--- config.mk ---
export PLATFORM = sky130hd
export DESIGN_NAME = mul_div_unit
export DESIGN_NICKNAME = d
export VERILOG_FILES = /design/src/rtl/mul_div_unit_pkg.sv /design/src/rtl/mdu_addsub.sv /design/src/rtl/mul_div_unit.sv
export SDC_FILE = /design/constraint.sdc
export NUM_CORES = 1
export LEC_CHECK = 0
export BUFFER_PORTS_ARGS = -buffer_cell sky130_fd_sc_hd__buf_2
export CAP_MARGIN = 20
export CORE_ASPECT_RATIO = 0.6
export CORE_MARGIN = 3
export CORE_UTILIZATION = 25
export CTS_CLUSTER_SIZE = 25
export DETAILED_ROUTE_END_ITERATION = 8
export PLACE_DENSITY_LB_ADDON = 0.05
export SETUP_SLACK_MARGIN = 0.4
export SLEW_MARGIN = 0
export SYNTH_ARGS = -nofsm -noshare
export SYNTH_HDL_FRONTEND = slang
export SYNTH_HIERARCHICAL = 1
export SYNTH_SLANG_ARGS = --single-unit
export TNS_END_PERCENT = 10
--- constraint.sdc ---
create_clock -name clk -period 27 [get_ports clk]
set_input_delay 1.35 -clock clk [delete_from_list [all_inputs] [get_ports clk]]
set_output_delay 1.35 -clock clk [all_outputs]
set_load 0.005 [all_outputs]
--- src/rtl/mul_div_unit_pkg.sv ---
// -----------------------------------------------------------------------------
// mul_div_unit_pkg
// Shared definitions for the iterative multiply/divide unit:
//   - MDU_WIDTH / MDU_ITER : default operand width and iterations per operation
//   - mdu_op_t             : operation encodings driven on the unit's op port
//   - mdu_state_t          : sequencer states (idle, iterate, sign-fix/commit)
// -----------------------------------------------------------------------------
package mul_div_unit_pkg;

    localparam int MDU_WIDTH = 32;
    // One radix-2 step per operand bit.
    localparam int MDU_ITER  = MDU_WIDTH;

    typedef enum logic [2:0] {
        MDU_NOP   = 3'd0,
        MDU_MULT  = 3'd1,
        MDU_MULTU = 3'd2,
        MDU_DIV   = 3'd3,
        MDU_DIVU  = 3'd4,
        MDU_MTHI  = 3'd5,
        MDU_MTLO  = 3'd6,
        MDU_RSVD  = 3'd7
    } mdu_op_t;

    typedef enum logic [1:0] {
        S_IDLE = 2'd0,
        S_CALC = 2'd1,
        S_FIX  = 2'd2
    } mdu_state_t;

endpackage

--- src/rtl/mdu_addsub.sv ---
// -----------------------------------------------------------------------------
// mdu_addsub
// Ripple-carry adder/subtractor built from 1-bit full-adder cells.
//   x, y : operands (WIDTH bits)
//   sub  : 0 -> sum = x + y, 1 -> sum = x - y (two's complement)
//   sum  : result (WIDTH bits)
//   cout : carry out; when subtracting, 1 means x >= y (no borrow)
// -----------------------------------------------------------------------------
module mdu_addsub #(
    parameter int WIDTH = 33
) (
    input  logic [WIDTH-1:0] x,
    input  logic [WIDTH-1:0] y,
    input  logic             sub,
    output logic [WIDTH-1:0] sum,
    output logic             cout
);

    logic [WIDTH-1:0] w_y;
    logic [WIDTH:0]   w_c;

    // Subtraction as x + ~y + 1: invert y and inject the +1 as carry-in.
    assign w_y    = y ^ {WIDTH{sub}};
    assign w_c[0] = sub;

    genvar i;
    generate
        for (i = 0; i < WIDTH; i++) begin : g_fa
            assign sum[i]   = x[i] ^ w_y[i] ^ w_c[i];
            assign w_c[i+1] = (x[i] & w_y[i]) | (w_c[i] & (x[i] ^ w_y[i]));
        end
    endgenerate

    assign cout = w_c[WIDTH];

endmodule

--- src/rtl/mul_div_unit.sv ---
// -----------------------------------------------------------------------------
// mul_div_unit
// Iterative radix-2 multiply/divide unit holding the HI/LO registers.
// MULT/MULTU use shift-add, DIV/DIVU use restoring division; both run on
// operand magnitudes and apply sign correction in a final FIX cycle.
// MTHI/MTLO write HI/LO directly from a in the accepting cycle.
//   clk   : rising-edge clock
//   rst   : synchronous active-high reset
//   start : request pulse, only sampled while idle
//   op    : operation code (see mdu_op_t)
//   a, b  : rs / rt operands
//   flush : abort in-flight operation; blocks a start while idle
//   busy  : operation in progress (CALC or FIX)
//   done  : one-cycle pulse after HI/LO are written by MULT/DIV
//   hi,lo : architectural HI/LO registers
// -----------------------------------------------------------------------------
module mul_div_unit
    import mul_div_unit_pkg::*;
#(
    parameter int WIDTH = MDU_ITER,
    parameter int CNT_W = 6
) (
    input  logic             clk,
    input  logic             rst,
    input  logic             start,
    input  logic [2:0]       op,
    input  logic [WIDTH-1:0] a,
    input  logic [WIDTH-1:0] b,
    input  logic             flush,
    output logic             busy,
    output logic             done,
    output logic [WIDTH-1:0] hi,
    output logic [WIDTH-1:0] lo
);

    localparam logic [CNT_W-1:0] LAST_CNT = CNT_W'(WIDTH - 1);

    function automatic logic [WIDTH-1:0] f_neg_w(input logic [WIDTH-1:0] v);
        return ~v + {{(WIDTH-1){1'b0}}, 1'b1};
    endfunction

    function automatic logic [2*WIDTH-1:0] f_neg_2w(input logic [2*WIDTH-1:0] v);
        return ~v + {{(2*WIDTH-1){1'b0}}, 1'b1};
    endfunction

    mdu_state_t         r_state;
    mdu_state_t         w_next_state;
    logic [CNT_W-1:0]   r_cnt;
    // Multiply: {carry, upper half, multiplier/low half}.
    // Divide:   {unused, remainder, quotient/dividend}.
    logic [2*WIDTH:0]   r_acc;
    logic [WIDTH-1:0]   r_opnd;
    logic               r_is_div;
    logic               r_sa;
    logic               r_sb;
    logic               r_div0;
    logic               r_done;
    logic [WIDTH-1:0]   r_hi;
    logic [WIDTH-1:0]   r_lo;

    mdu_op_t            w_op;
    logic               w_accept;
    logic               w_commit;
    logic               w_wr_hi;
    logic               w_wr_lo;
    logic               w_op_div;
    logic               w_op_signed;
    logic               w_sa;
    logic               w_sb;
    logic [WIDTH-1:0]   w_mag_a;
    logic [WIDTH-1:0]   w_mag_b;
    logic [WIDTH:0]     w_add_x;
    logic [WIDTH:0]     w_add_y;
    logic [WIDTH:0]     w_add_sum;
    logic               w_add_cout;
    logic [2*WIDTH:0]   w_acc_next;
    logic [2*WIDTH-1:0] w_prod_fix;
    logic [WIDTH-1:0]   w_quot_fix;
    logic [WIDTH-1:0]   w_rem_fix;
    logic [WIDTH-1:0]   w_res_hi;
    logic [WIDTH-1:0]   w_res_lo;

    assign w_op = mdu_op_t'(op);

    // ---------------- Sequencer ----------------
    always_ff @(posedge clk) begin
        if (rst) begin
            r_state <= S_IDLE;
        end else begin
            r_state <= w_next_state;
        end
    end

    always_comb begin
        w_next_state = r_state;
        w_accept     = 1'b0;
        w_commit     = 1'b0;
        w_wr_hi      = 1'b0;
        w_wr_lo      = 1'b0;
        case (r_state)
            S_IDLE: begin
                if (start && !flush) begin
                    case (w_op)
                        MDU_MULT, MDU_MULTU, MDU_DIV, MDU_DIVU: begin
                            w_accept     = 1'b1;
                            w_next_state = S_CALC;
                        end
                        MDU_MTHI: w_wr_hi = 1'b1;
                        MDU_MTLO: w_wr_lo = 1'b1;
                        default:  ;
                    endcase
                end
            end
            S_CALC: begin
                if (flush) begin
                    w_next_state = S_IDLE;
                end else if (r_cnt == LAST_CNT) begin
                    w_next_state = S_FIX;
                end
            end
            S_FIX: begin
                w_next_state = S_IDLE;
                w_commit     = !flush;
            end
            default: w_next_state = S_IDLE;
        endcase
    end

    // ---------------- Operand capture ----------------
    assign w_op_div    = (w_op == MDU_DIV) || (w_op == MDU_DIVU);
    assign w_op_signed = (w_op == MDU_MULT) || (w_op == MDU_DIV);
    assign w_sa        = w_op_signed & a[WIDTH-1];
    assign w_sb        = w_op_signed & b[WIDTH-1];
    // 0x80000000 negates to itself, which is the correct unsigned magnitude.
    assign w_mag_a     = w_sa ? f_neg_w(a) : a;
    assign w_mag_b     = w_sb ? f_neg_w(b) : b;

    // ---------------- Iteration datapath ----------------
    // Divide feeds the left-shifted {rem, quot MSB} as a WIDTH+1-bit trial
    // minuend; multiply adds the multiplicand into the upper half.
    assign w_add_x = r_is_div ? r_acc[2*WIDTH-1:WIDTH-1] : {1'b0, r_acc[2*WIDTH-1:WIDTH]};
    assign w_add_y = {1'b0, r_opnd};

    mdu_addsub #(
        .WIDTH (WIDTH + 1)
    ) u_addsub (
        .x    (w_add_x),
        .y    (w_add_y),
        .sub  (r_is_div),
        .sum  (w_add_sum),
        .cout (w_add_cout)
    );

    always_comb begin
        w_acc_next = r_acc;
        if (r_is_div) begin
            if (w_add_cout) begin
                w_acc_next = {1'b0, w_add_sum[WIDTH-1:0], r_acc[WIDTH-2:0], 1'b1};
            end else begin
                w_acc_next = {1'b0, r_acc[2*WIDTH-2:0], 1'b0};
            end
        end else if (r_acc[0]) begin
            w_acc_next = {1'b0, w_add_sum, r_acc[WIDTH-1:1]};
        end else begin
            w_acc_next = {1'b0, r_acc[2*WIDTH:1]};
        end
    end

    always_ff @(posedge clk) begin
        if (w_accept) begin
            r_is_div <= w_op_div;
            r_sa     <= w_sa;
            r_sb     <= w_sb;
            r_div0   <= w_op_div && (b == {WIDTH{1'b0}});
            r_opnd   <= w_op_div ? w_mag_b : w_mag_a;
            r_acc    <= {1'b0, {WIDTH{1'b0}}, (w_op_div ? w_mag_a : w_mag_b)};
        end else if (r_state == S_CALC) begin
            r_acc    <= w_acc_next;
        end
    end

    // ---------------- Sign fix / commit ----------------
    assign w_prod_fix = (r_sa ^ r_sb) ? f_neg_2w(r_acc[2*WIDTH-1:0]) : r_acc[2*WIDTH-1:0];
    assign w_quot_fix = (r_sa ^ r_sb) ? f_neg_w(r_acc[WIDTH-1:0]) : r_acc[WIDTH-1:0];
    assign w_rem_fix  = r_sa ? f_neg_w(r_acc[2*WIDTH-1:WIDTH]) : r_acc[2*WIDTH-1:WIDTH];

    // Divide by zero leaves rem = dividend naturally; only LO is forced.
    assign w_res_hi = r_is_div ? w_rem_fix : w_prod_fix[2*WIDTH-1:WIDTH];
    assign w_res_lo = r_is_div ? (r_div0 ? {WIDTH{1'b1}} : w_quot_fix)
                               : w_prod_fix[WIDTH-1:0];

    always_ff @(posedge clk) begin
        if (rst) begin
            r_cnt  <= {CNT_W{1'b0}};
            r_done <= 1'b0;
            r_hi   <= {WIDTH{1'b0}};
            r_lo   <= {WIDTH{1'b0}};
        end else begin
            r_done <= w_commit;
            if (w_accept) begin
                r_cnt <= {CNT_W{1'b0}};
            end else if (r_state == S_CALC) begin
                r_cnt <= r_cnt + CNT_W'(1);
            end
            if (w_commit) begin
                r_hi <= w_res_hi;
                r_lo <= w_res_lo;
            end else begin
                if (w_wr_hi) begin
                    r_hi <= a;
                end
                if (w_wr_lo) begin
                    r_lo <= a;
                end
            end
        end
    end

    assign busy = (r_state != S_IDLE);
    assign done = r_done;
    assign hi   = r_hi;
    assign lo   = r_lo;

endmodule

## After elaboration in Yosys (flattened, before gate mapping)

Cells that the tools add are included.

| word-level totals | value |
|---|---|
| flip-flop bits (word level) | 174 |
| input port bits | 71 |
| output and inout bits | 66 |
| word-level logic and storage cells | 253 |

| operators by class | value |
|---|---|
| add/sub/neg operators | 6 |
| equal/unequal tests | 12 |
| multiplexer cells | 35 |
| bitwise gates (word level) | 174 |
| reductions and logical operators | 14 |

Operator list:

| operator | number |
|---|---|
| two-way mux 32 bit | 15 |
| two-way mux 64 bit | 4 |
| adder 32 x 1 -> 32 bit, second input constant | 4 |
| NOT 32 bit | 4 |
| AND 1 bit | 68 |
| bitwise XOR 1 bit | 67 |
| adder 64 x 1 -> 64 bit, second input constant | 1 |
| NOT 64 bit | 1 |
| two-way mux 33 bit | 1 |
| bitwise OR 1 bit | 33 |
| bitwise XOR 32 x 33 -> 33 bit | 1 |
| logical NOT 32 bit | 1 |
| two-way mux 1 bit | 10 |
| equality test 3 bit, second input constant | 3 |
| two-way mux 2 bit | 4 |
| nonzero test 2 bit | 4 |
| adder 6 x 1 -> 6 bit, second input constant | 1 |
| equality test 3 x 2 -> 1 bit, second input constant | 2 |
| equality test 6 x 5 -> 1 bit, second input constant | 1 |
| case mux 2 bit (2 select lines) | 1 |
| OR reduction 4 bit | 1 |
| equality test 3 x 1 -> 1 bit, second input constant | 1 |
| inequality test 3 bit, second input constant | 1 |
| AND reduction 3 bit | 1 |
| 9 further kinds | 11 |

## Longest topological paths before layout

Gate-level depths: netlist of run 1.

| depth | value |
|---|---|
| depth after elaboration | 72 |
| gate-level depth with buffers | 48 |
| gate-level depth less buffers | 42 |

## Hierarchy

Netlist of run 1, hierarchy kept.

Modules (own cells, without submodules):

| module | times used | cells an instance | area each (um^2) | sequential area each (um^2) |
|---|---|---|---|---|
| mul_div_unit | 1 | 1562 | 12710.9 | 4144.0 |
| mdu_addsub | 1 | 133 | 1232.4 | 0.0 |

## Worst setup path before layout of run 1

OpenSTA, ideal clock, no wires.

| path | value |
|---|---|
| path type | reg2reg |
| from | register r_is_div |
| to | register r_acc[54] |
| library setup time | 182 ps |
| data arrival time | 15064 ps |
| required time | 26818 ps |
| path slack | 11753 ps |
| stages on the path, launching flop included | 49 |
| buffers on the path | 6 |
| period minus slack after synthesis | 15247 ps |
| cells stage by stage | edfxtp_1 -> buf_1 -> clkbuf_1 -> buf_1 -> clkbuf_1 -> nand2_1 -> o21ai_0 -> mux2i_1 -> fa_1 -> fa_1 -> fa_1 -> fa_1 -> fa_1 -> fa_1 -> fa_1 -> fa_1 -> fa_1 -> fa_1 -> (+13 left out) -> fa_1 -> fa_1 -> fa_1 -> fa_1 -> fa_1 -> fa_1 -> fa_1 -> fa_1 -> fa_1 -> fa_1 -> inv_1 -> fa_1 -> clkbuf_1 -> buf_1 -> mux2i_1 -> a211oi_1 -> a21oi_1 -> nor2_1 |

| on the way | value |
|---|---|
| longest elaborated chain between the ends | 70 |
| elaborated cells between the ends (all ways) | 139 |
| classes of those cells | mux (4); bitwise (135) |

Ends and longest elaborated chain:

| item | line | text |
|---|---|---|
| start: declaration | mul_div_unit.sv:53 | `logic r_is_div;` |
| start signal: assignment | mul_div_unit.sv:171 | `r_is_div <= w_op_div;` |
| two-way mux 33 bit * | mul_div_unit.sv:141 | `assign w_add_x = r_is_div ? r_acc[2*WIDTH-1:WIDTH-1] : {1'b0, r_acc[2*WIDTH-1:WIDTH]};` |
| net w_add_x[0] | mul_div_unit.sv:72 | `logic [WIDTH:0] w_add_x;` |
| bitwise XOR 1 bit | mdu_addsub.sv:30 | `assign w_c[i+1] = (x[i] & w_y[i]) \| (w_c[i] & (x[i] ^ w_y[i]));` |
| AND 1 bit | mdu_addsub.sv:30 |  |
| bitwise OR 1 bit * | mdu_addsub.sv:30 |  |
| AND 1 bit * | mdu_addsub.sv:30 |  |
| bitwise OR 1 bit * | mdu_addsub.sv:30 |  |
| AND 1 bit * | mdu_addsub.sv:30 |  |
| (+56 left out) | -- |  |
| bitwise OR 1 bit * | mdu_addsub.sv:30 |  |
| AND 1 bit * | mdu_addsub.sv:30 |  |
| bitwise OR 1 bit * | mdu_addsub.sv:30 |  |
| AND 1 bit * | mdu_addsub.sv:30 |  |
| bitwise OR 1 bit * | mdu_addsub.sv:30 |  |
| net w_add_cout | mul_div_unit.sv:75 | `logic w_add_cout;` |
| two-way mux 64 bit * | mul_div_unit.sv:157 | `if (w_add_cout) begin` |
| two-way mux 64 bit * | mul_div_unit.sv:156 | `if (r_is_div) begin` |
| end signal: assignment | mul_div_unit.sv:176 | `r_acc <= {1'b0, {WIDTH{1'b0}}, (w_op_div ? w_mag_a : w_mag_b)};` |
| end signal: assignment | mul_div_unit.sv:178 | `r_acc <= w_acc_next;` |
| end: declaration | mul_div_unit.sv:51 | `logic [2*WIDTH:0] r_acc;` |

Mark *: on every way through the listed nets, which the timed path passes. The rest lies on a longest branch.
A chain may end at the register's enable or synchronous reset.

## Worst setup path after layout of run 1

| path | value |
|---|---|
| from | register r_is_div |
| to | register r_acc[40] |

| on the way | value |
|---|---|
| elaborated cells between the ends (all ways) | 139 |
| classes of those cells | mux (4); bitwise (135) |

RTL lines:

| item | line |
|---|---|
| two-way mux 33 bit * | mul_div_unit.sv:141 |
| net w_add_x[3] | mul_div_unit.sv:72 |
| bitwise XOR 1 bit | mdu_addsub.sv:30 |
| AND 1 bit | mdu_addsub.sv:30 |
| bitwise OR 1 bit * | mdu_addsub.sv:30 |
| AND 1 bit * | mdu_addsub.sv:30 |
| bitwise OR 1 bit * | mdu_addsub.sv:30 |
| AND 1 bit * | mdu_addsub.sv:30 |
| (+50 left out) | -- |
| bitwise OR 1 bit * | mdu_addsub.sv:30 |
| AND 1 bit * | mdu_addsub.sv:30 |
| bitwise OR 1 bit * | mdu_addsub.sv:30 |
| AND 1 bit * | mdu_addsub.sv:30 |
| bitwise OR 1 bit * | mdu_addsub.sv:30 |
| net w_add_cout | mul_div_unit.sv:75 |
| two-way mux 64 bit * | mul_div_unit.sv:157 |
| two-way mux 64 bit * | mul_div_unit.sv:156 |

Marked as above.

==> flow_metrics.tcl, run 1 <==
set metrics [dict create \
    wl_per_cell_um 27.5 \
    cts-resized-gates 0 \
    cp_top_family "adder cells" \
    crit_buf_inv 7 \
    irDropWorstVdd_mv 0.0449 \
    synth_ff_type "dfxtp_1" \
    use_met1 0.387 \
    io-pin-count 137 \
    grtUsageMet2 0.283 \
    cts_buffers 17 \
    vias_per_cell 5.54 \
    area_growth_pct 13.9 \
    max_stage_delay_ps 790 \
    final-setup-viol-count 0 \
    slew_viol_final 0 \
    start_kind "flip-flop" \
    cts_max_level 4 \
    post_synth.cell_area_avg_um2 8.23 \
    gp_congestion 0.895 \
    yosysWarnings 6 \
    maxCapViolations 0 \
    relSlewSlack 0.246 \
    hold_viol_final 0 \
    status "complete, no violations" \
    stdcell_count 2496 \
    grt_use_met3 0.0525 \
    overflow 0 \
    fillers 5959 \
    worstPathArrival_ps 15390 \
    finalClockSkew_ps 21.8 \
    rsz0062_at_grt "no" \
    cts_tree "yes" \
    post_cts_buffers 0 \
    synth_area_leaders "dfxtp_1, edfxtp_1, mux2i_1, a21oi_1, xnor2_1" \
    worstPathRequired_ps 27320 \
    finalCriticalPeriod_ps 15070 \
    hp-class "reg -> reg" \
    synthCells 1695 \
    num_rows 66 \
    max_freq_mhz 66.4 \
    setup_tns_ps 0 \
    clockBufferDepth 2 \
    die_w_um 311 \
    antenna_found_initial 5 \
    grt_max_degree 90 \
    postRouteAntennaNets 0 \
    leakagePower_uw 0.00577 \
    die_h_um 189 \
    synthArstFlopShare 0 \
    grt_pass1_wl_um 98100 \
    synth_top_area_frac 0.151 \
    path_max_fanout 72 \
    drtIter0Drc 1462 \
    syn-num-nets 1803 \
    crit_top_cell "fa_1" \
    synth_top_area_cell "dfxtp_1" \
    hpwl_um 51700 \
    grt_pass1_vias 12793 \
    synth_edf_count 68 \
    path_clk_slew_ps 80 \
    synth.distinct_cells 72 \
    ctsHoldBuffers 0 \
    grt_use_total 0.229 \
    io_buffers 136 \
    dr.pass1.iters 7 \
    finalCritPeriodShare 0.558 \
    cp-end-kind "flip-flop" \
    core-area_um2 54700 \
    worstSetupPathType "reg -> reg" \
    ys_seq_elements 173 \
    dp.cells 2463 \
    tightest_slew_ps 1130 \
    wirelength_um 68700 \
    powerDensity_nw_per_um2 59.7 \
    clock-sinks 173 \
    drcViolationCount 0 \
    top_usage_layer "met1" \
    synth_area_um2 13900 \
    clock_latency_ps 470 \
    vias 13829 \
    yosysSeqAreaShare 0.297 \
    layout-drive-gt1-share 0.157 \
    initial_core_util 0.255 \
    slowest_stage "buf_4" \
    dieArea_um2 58700 \
    cts_root_buffer "clkbuf_16" \
    nets 1842 \
    final_util 0.291 \
]
-- worst paths after layout --
path	slack, ps	to	start	depth (start not counted)
worst min-delay path	500	lo[17]$_SDFFE_PP0P_	lo[17]$_SDFFE_PP0P_	2
worst max register to register	11930	r_acc[40]$_SDFFE_PP0P_	r_is_div$_DFFE_PP_	42
worst max-delay path	11930	r_acc[40]$_SDFFE_PP0P_	r_is_div$_DFFE_PP_	42
worst min register to register	500	lo[17]$_SDFFE_PP0P_	lo[17]$_SDFFE_PP0P_	2
-- through the flow --
step / cell area (um2) / worst slack (ps) / total power (uW) / hold WS, ps
5_1_grt: 15900 / 11290 / 996 / 521
3_5_place_dp: 15300 / 11920 / 664 / 482
6_report: 15900 / 11930 / 948 / 498
4_1_cts: 15900 / 11900 / 951 / 501
2_1_floorplan: 13900 / 11750 / 530 / 463
3_3_place_gp: 15300 / 12070 / 668 / 484
-- layout by cell type, fill, tap and decap left out, types with 48 or more instances in the layout --
cell / synthesis / layout
nor2_1: 110 / 110
nand2_1: 100 / 99
edfxtp_1: 68 / 68
o21ai_0: 70 / 69
dfxtp_1: 105 / 105
nand3_1: 48 / 48
a21oi_1: 134 / 133
mux2i_1: 82 / 82
xnor2_1: 74 / 73
buf_2: 0 / 136
xor2_1: 54 / 54
inv_1: 86 / 85
a211oi_1: 64 / 64
-- cell families (layout without fill, tap and decap cells) --
logic type,Yosys count,after routing,synth area share
muxes,117,117,0.0871
xor gates and xnor gates,128,128,0.0804
adders and majority gates,37,37,0.0504
other,1,2,0.000269
and+or+nand+nor,529,529,0.200
AOI/OAI and AO/OA,463,463,0.214
buffers and inverters,247,299,0.0701
DFF,173,173,0.297
-- state kept, by name (all words and copies together), names as in the netlist --
signal / cells
done: 1
hi: 32
lo: 32
r_acc: 64
r_cnt: 6
r_div0: 1
r_is_div: 1
r_opnd: 32
r_sa: 1
r_sb: 1
r_state: 2
-- worst reg2reg max path, delay by kind of cell, from the launching register on --
kind            cells  cell delay (ps)
compound gates      2              250
fa+ha+maj          30            11310
buf+inv             7             2190
flops               1              500
mux                 2              610
simple gates        1               50
-- power by group --
group / leakage, uW / internal (uW) / switching, uW
Sequential: 0.00148 / 291 / 32.6
Combinational: 0.00399 / 119 / 225
Clock: 0.000297 / 148 / 133
Total: 0.00577 / 558 / 390
-- synth_stat cells (4+ instances only) --
master	number
nand3_1	48
a31oi_1	40
ha_1	5
or2_2	7
o21ai_0	70
o211ai_1	8
fa_1	32
nor3_1	47
a211o_1	4
nor4_1	38
inv_1	86
nor2_1	110
a211oi_1	64
nand4_1	23
or3_1	27
o21a_1	7
mux2_2	35
dfxtp_1	105
mux2i_1	82
o211a_1	4
a21oi_1	134
nand2b_1	5
or4_1	27
a222oi_1	4
xnor2_1	74
and2_1	9
o31ai_1	22
o22ai_1	19
nor2b_1	39
edfxtp_1	68
a221oi_1	9
buf_1	16
nand2_1	100
and3_1	24
a41oi_1	4
o41ai_1	9
xor2_1	54
nor4b_1	6
clkbuf_1	139
a22oi_1	33
-- layout make-up --
cell class | count | area (um2) | share of cell area
repair buffers | 181 | 1020 | 0.0641
clock inverters | 14 | 181 | 0.0114
well taps | 748 | 936 | 0.0589
multi-input cells | 1275 | 8850 | 0.557
clock buffers | 18 | 429 | 0.0270
inverters | 86 | 324 | 0.0204
flip-flops and latches | 173 | 4140 | 0.261
diodes | 1 | 2.50 | 0.000158
-- routing by layer --
metal / share of wire / up-vias
met1: 0.54 / 6934
met4: 0.0093 / 2
met3: 0.088 / 32
met5: 0.0014 / -
li1: - / 6292
met2: 0.36 / 569
No activity file was read; power rests on OpenSTA's default activity.
==> run 2: changes to the inputs <==
- clock period: 27 -> 12.75 ns (I/O delays scaled with it)
==> flow_metrics.tcl, run 2 (synthesized netlist as in run 1, its figures left out) <==
set metrics [dict create \
    final-setup-viol-count 0 \
    antenna_found_initial 5 \
    status "complete, no violations" \
    clock-sinks 173 \
    start_kind "flip-flop" \
    max_freq_mhz 78.5 \
    hold_viol_final 0 \
    grt_use_total 0.222 \
    largest_reg_flops 64 \
    vias 13947 \
    overflow 0 \
    dieArea_um2 58700 \
    layout-drive-gt1-share 0.179 \
    io_buffers 136 \
    crit_top_cell "fa_2" \
    max_stage_delay_ps 510 \
    grt_pass1_vias 12593 \
    postRouteAntennaNets 0 \
    finalCritPeriodShare 0.999 \
    dr.pass1.iters 5 \
    worstPathRequired_ps 13080 \
    tightest_slew_ps 1130 \
    initial_core_util 0.255 \
    dp.cells 2467 \
    clockBufferDepth 2 \
    layout_common_cells "buf_2, a21oi_1, nor2_1, dfxtp_1, nand2_1" \
    path_max_fanout 20 \
    clock_latency_ps 480 \
    irDropWorstVdd_mv 0.0998 \
    io-pin-count 137 \
    cp-end-kind "flip-flop" \
    worstSetupPathType "reg -> reg" \
    maxCapViolations 0 \
    layout.cells.most_common "buf_2" \
    ctsHoldBuffers 0 \
    slew_viol_final 0 \
    slowest_stage "edfxtp_1" \
    worst_hold_slack_ps 409 \
    total_power_uw 2010 \
    cts_max_level 4 \
    regMostFlops "r_acc" \
    rsz0062_at_grt "yes" \
    stdcell_count 2503 \
    drcViolationCount 0 \
    setup_tns_ps 0 \
    grt_pass1_wl_um 95000 \
    cts_buffers 17 \
    wirelength_um 67200 \
    vias_per_cell 5.57 \
    nets 1847 \
    area_growth_pct 14.9 \
    die_w_um 311 \
    hpwl_um 50700 \
    powerDensity_nw_per_um2 125 \
    final_util 0.293 \
    gp_congestion 0.889 \
    num_rows 66 \
    relSlewSlack 0.246 \
    wl_per_cell_um 26.9 \
    leakagePower_uw 0.00578 \
    die_h_um 189 \
    worstPathArrival_ps 13070 \
    drtIter0Drc 1687 \
    finalClockSkew_ps 25.3 \
    hp-class "in -> reg" \
    finalCriticalPeriod_ps 12740 \
    path_clk_slew_ps 80 \
    core-area_um2 54700 \
    grt_max_degree 81 \
    cts_root_buffer "clkbuf_16" \
    cts_tree "yes" \
]
## run 2: power breakdown
| group | internal [uW] | total (uW) | switching [uW] |
|---|---|---|---|
| Clock | 282 | 585 | 303 |
| Combinational | 263 | 734 | 471 |
| Sequential | 617 | 687 | 69.8 |
| Total | 1160 | 2010 | 844 |
## run 2: per-layer routing
layer | track usage | wire length (um)
met1 | 0.382 | 37000
met2 | 0.267 | 23500
met3 | 0.0470 | 5790
met4 | 0.0403 | 867
met5 | 0 | 0
## run 2: final cells by class
| cell class | instances | area, um2 |
|---|---|---|
| clock inverters | 15 | 174 |
| multi-input cells | 1275 | 8920 |
| well taps | 748 | 936 |
| repair buffers | 186 | 1080 |
| clock buffers | 17 | 425 |
| flip-flops and latches | 173 | 4140 |
| inverters | 86 | 324 |
| diodes | 3 | 7.51 |
| fillers | 5983 | 38700 |
## run 2: what timing repair did
| item | 4_1_cts | 5_1_grt |
|---|---|---|
| gates resized for setup | 0 | 1 |
| setup endpoints to repair | 33 | 33 |
| setup buffers | 1 | 0 |
## run 2: critical path: cells and delay by family (launching register included)
| kind | cells | cell delay, ps |
|---|---|---|
| adders and majority gates | 32 | 10860 |
| muxes | 2 | 350 |
| buffers and inverters | 4 | 370 |
| DFF | 1 | 510 |
| AOI/OAI and AO/OA | 3 | 440 |
| and+or+nand+nor | 1 | 50 |
## run 2: worst paths after layout
path / from / endpoint / slack (ps) / cells after the start
setup / recovery: r_is_div$_DFFE_PP_ / r_acc[60]$_SDFFE_PP0P_ / 10 / 42
hold / removal: flush / r_state[1]$_SDFFE_PP0P_ / 410 / 2
setup reg to reg: r_is_div$_DFFE_PP_ / r_acc[60]$_SDFFE_PP0P_ / 10 / 42
hold reg to reg: lo[30]$_SDFFE_PP0P_ / lo[30]$_SDFFE_PP0P_ / 510 / 2
## run 2: metrics by stage
step	area (um2)	setup slack (ps)
after detailed placement	15400	31.0
after global placement	15400	104
final	16000	12.8
after CTS	16000	20.0
after global routing	16000	-418
after floorplan	14100	-72.6
==> run 3: changes to the inputs <==
--- a/config.mk
+++ b/config.mk
@@ -15,4 +15,5 @@
 export PLACE_DENSITY_LB_ADDON = 0.05
 export SETUP_SLACK_MARGIN = 0.4
+export SKIP_LAST_GASP = 1
 export SLEW_MARGIN = 0
 export SYNTH_ARGS = -nofsm -noshare
==> constraint.sdc (replaced) <==
create_clock -name clk -period 12.75 [get_ports clk]
set_input_delay 1.275 -clock clk [delete_from_list [all_inputs] [get_ports clk]]
set_output_delay 1.275 -clock clk [all_outputs]
set_load 0.005 [all_outputs]
==> flow_metrics.tcl, run 3 (synthesized netlist as in run 1, its figures left out) <==
set metrics [dict create \
    slowest_stage "edfxtp_1" \
    dp.cells 2467 \
    worstPathArrival_ps 13070 \
    hold_viol_final 0 \
    slew_viol_final 0 \
    grt_pass1_vias 12593 \
    hold_path.startpoint "lo[30]$_SDFFE_PP0P_" \
    finalCritPeriodShare 0.999 \
    dr.pass1.iters 5 \
    cp-end-kind "flip-flop" \
    max_freq_mhz 78.5 \
    clockBufferDepth 2 \
    irDropWorstVdd_mv 0.100 \
    core-area_um2 54700 \
    switching_power_uw 844 \
    drcViolationCount 0 \
    r2r-end "r_acc[60]$_SDFFE_PP0P_" \
    worstSetupPathType "reg -> reg" \
    worst_hold_slack_ps 507 \
    area_growth_pct 14.9 \
    wirelength_um 67300 \
    layout_common_cells "buf_2, a21oi_1, nor2_1, dfxtp_1, nand2_1" \
    maxCapViolations 0 \
    io-pin-count 137 \
    pwr-share-clk 0.292 \
    r2r-start "r_is_div$_DFFE_PP_" \
    hp-class "reg -> reg" \
    cts_max_level 4 \
    stdcell_area_um2 16000 \
    finalClockSkew_ps 23.9 \
    finalCriticalPeriod_ps 12740 \
    reg2reg_slack_ps 10 \
    p_int_uw 1160 \
    drtIter0Drc 1686 \
    dpl_worst_slack_ps 31.0 \
    grt_max_degree 81 \
    setup_slack_ps 14.5 \
    crit_buf_inv 4 \
    vias 13955 \
    layout.cells.most_common "buf_2" \
    io_buffers 136 \
    holdPathEnd "lo[30]$_SDFFE_PP0P_" \
    clock-sinks 173 \
    path_max_fanout 20 \
    cts_tree "yes" \
    pwr-share-seq 0.342 \
    dieArea_um2 58700 \
    die_w_um 311 \
    leakagePower_uw 0.00578 \
    vias_per_cell 5.57 \
    final-setup-viol-count 0 \
    final_util 0.293 \
    status "complete, no violations" \
    hpwl_um 50700 \
    antenna_found_initial 5 \
    worstRegToRegCells 42 \
    crit_top_cell "fa_2" \
    grt_pass1_wl_um 95000 \
    start_kind "flip-flop" \
    swShare 0.421 \
    tightest_slew_ps 1130 \
    initial_core_util 0.255 \
    largest_reg_flops 64 \
    grt_use_total 0.222 \
    stdcell_count 2504 \
    powerDensity_nw_per_um2 125 \
    fillers 5984 \
    holdPathStages 2 \
    placed_cell_area_um2 15400 \
    rsz0062_at_grt "yes" \
    worstPathRequired_ps 13080 \
    max_stage_delay_ps 510 \
    cts_root_buffer "clkbuf_16" \
    nets 1847 \
    cts_buffers 17 \
    relSlewSlack 0.245 \
    layout-drive-gt1-share 0.179 \
    clock_latency_ps 480 \
    overflow 0 \
    die_h_um 189 \
    postRouteAntennaNets 0 \
    pwr-share-comb 0.366 \
    cp_top_family "adder cells" \
    wl_per_cell_um 26.9 \
    path_clk_slew_ps 80 \
    regMostFlops "r_acc" \
    gp_congestion 0.889 \
    num_rows 66 \
]
==> run 3: worst max path at each step <==
stage                             startpoint                endpoint  slack [ps]  cells past startpoint
final                     r_is_div$_DFFE_PP_  r_acc[60]$_SDFFE_PP0P_          10                     42
after global routing      r_is_div$_DFFE_PP_  r_acc[49]$_SDFFE_PP0P_        -420                     43
after CTS                 r_is_div$_DFFE_PP_  r_acc[60]$_SDFFE_PP0P_          20                     42
after detailed placement  r_is_div$_DFFE_PP_  r_acc[60]$_SDFFE_PP0P_          30                     42
after global placement    r_is_div$_DFFE_PP_  r_acc[47]$_SDFFE_PP0P_         100                     42
after floorplan           r_is_div$_DFFE_PP_  r_acc[55]$_SDFFE_PP0P_         -70                     47
==> run 3: repair_timing <==
action | in CTS | in global routing
hold buffers | 0 | 0
gates resized for setup | 0 | 0
endpoints found under the setup margin | 33 | 33
cloned | 0 | 0
setup buffers | 1 | 0
==> run 3: tightest hold or removal path, stage by stage, from the launching register on <==
cell and delay [ps]:
dfxtp_1 320, nand3_1 60, a31oi_1 70
==> run 3: final cells by class <==
class	count	area, um2	area share
multi-input cells	1275	8920	0.557
flip-flops and latches	173	4140	0.259
repair buffers	186	1080	0.0675
well taps	748	936	0.0584
clock buffers	17	425	0.0266
inverters	86	324	0.0202
clock inverters	15	174	0.0109
diodes	4	10.0	0.000625
==> run 3: per-stage QoR <==
stage	TNS, ps	total power (uW)
6_report	0	2010
5_1_grt	-11690	2110
4_1_cts	0	2010
3_5_place_dp	0	1410
3_3_place_gp	0	1420
2_1_floorplan	-1220	1140
==> run 3: power by group through the flow <==
stage          clock network [uW]  registers, uW  logic, uW
3_3_place_gp                    0            695        725
3_5_place_dp                    0            694        717
2_1_floorplan                   0            649        490
6_report                      585            687        733
4_1_cts                       601            682        722
5_1_grt                       616            689        802
==> run 3: layer usage <==
layer,up-vias,GRT usage,routed length [um]
met5,-,0,0
met1,6962,0.382,37100
met2,642,0.267,23500
met3,42,0.0470,5860
li1,6309,-,-
met4,0,0.0403,922
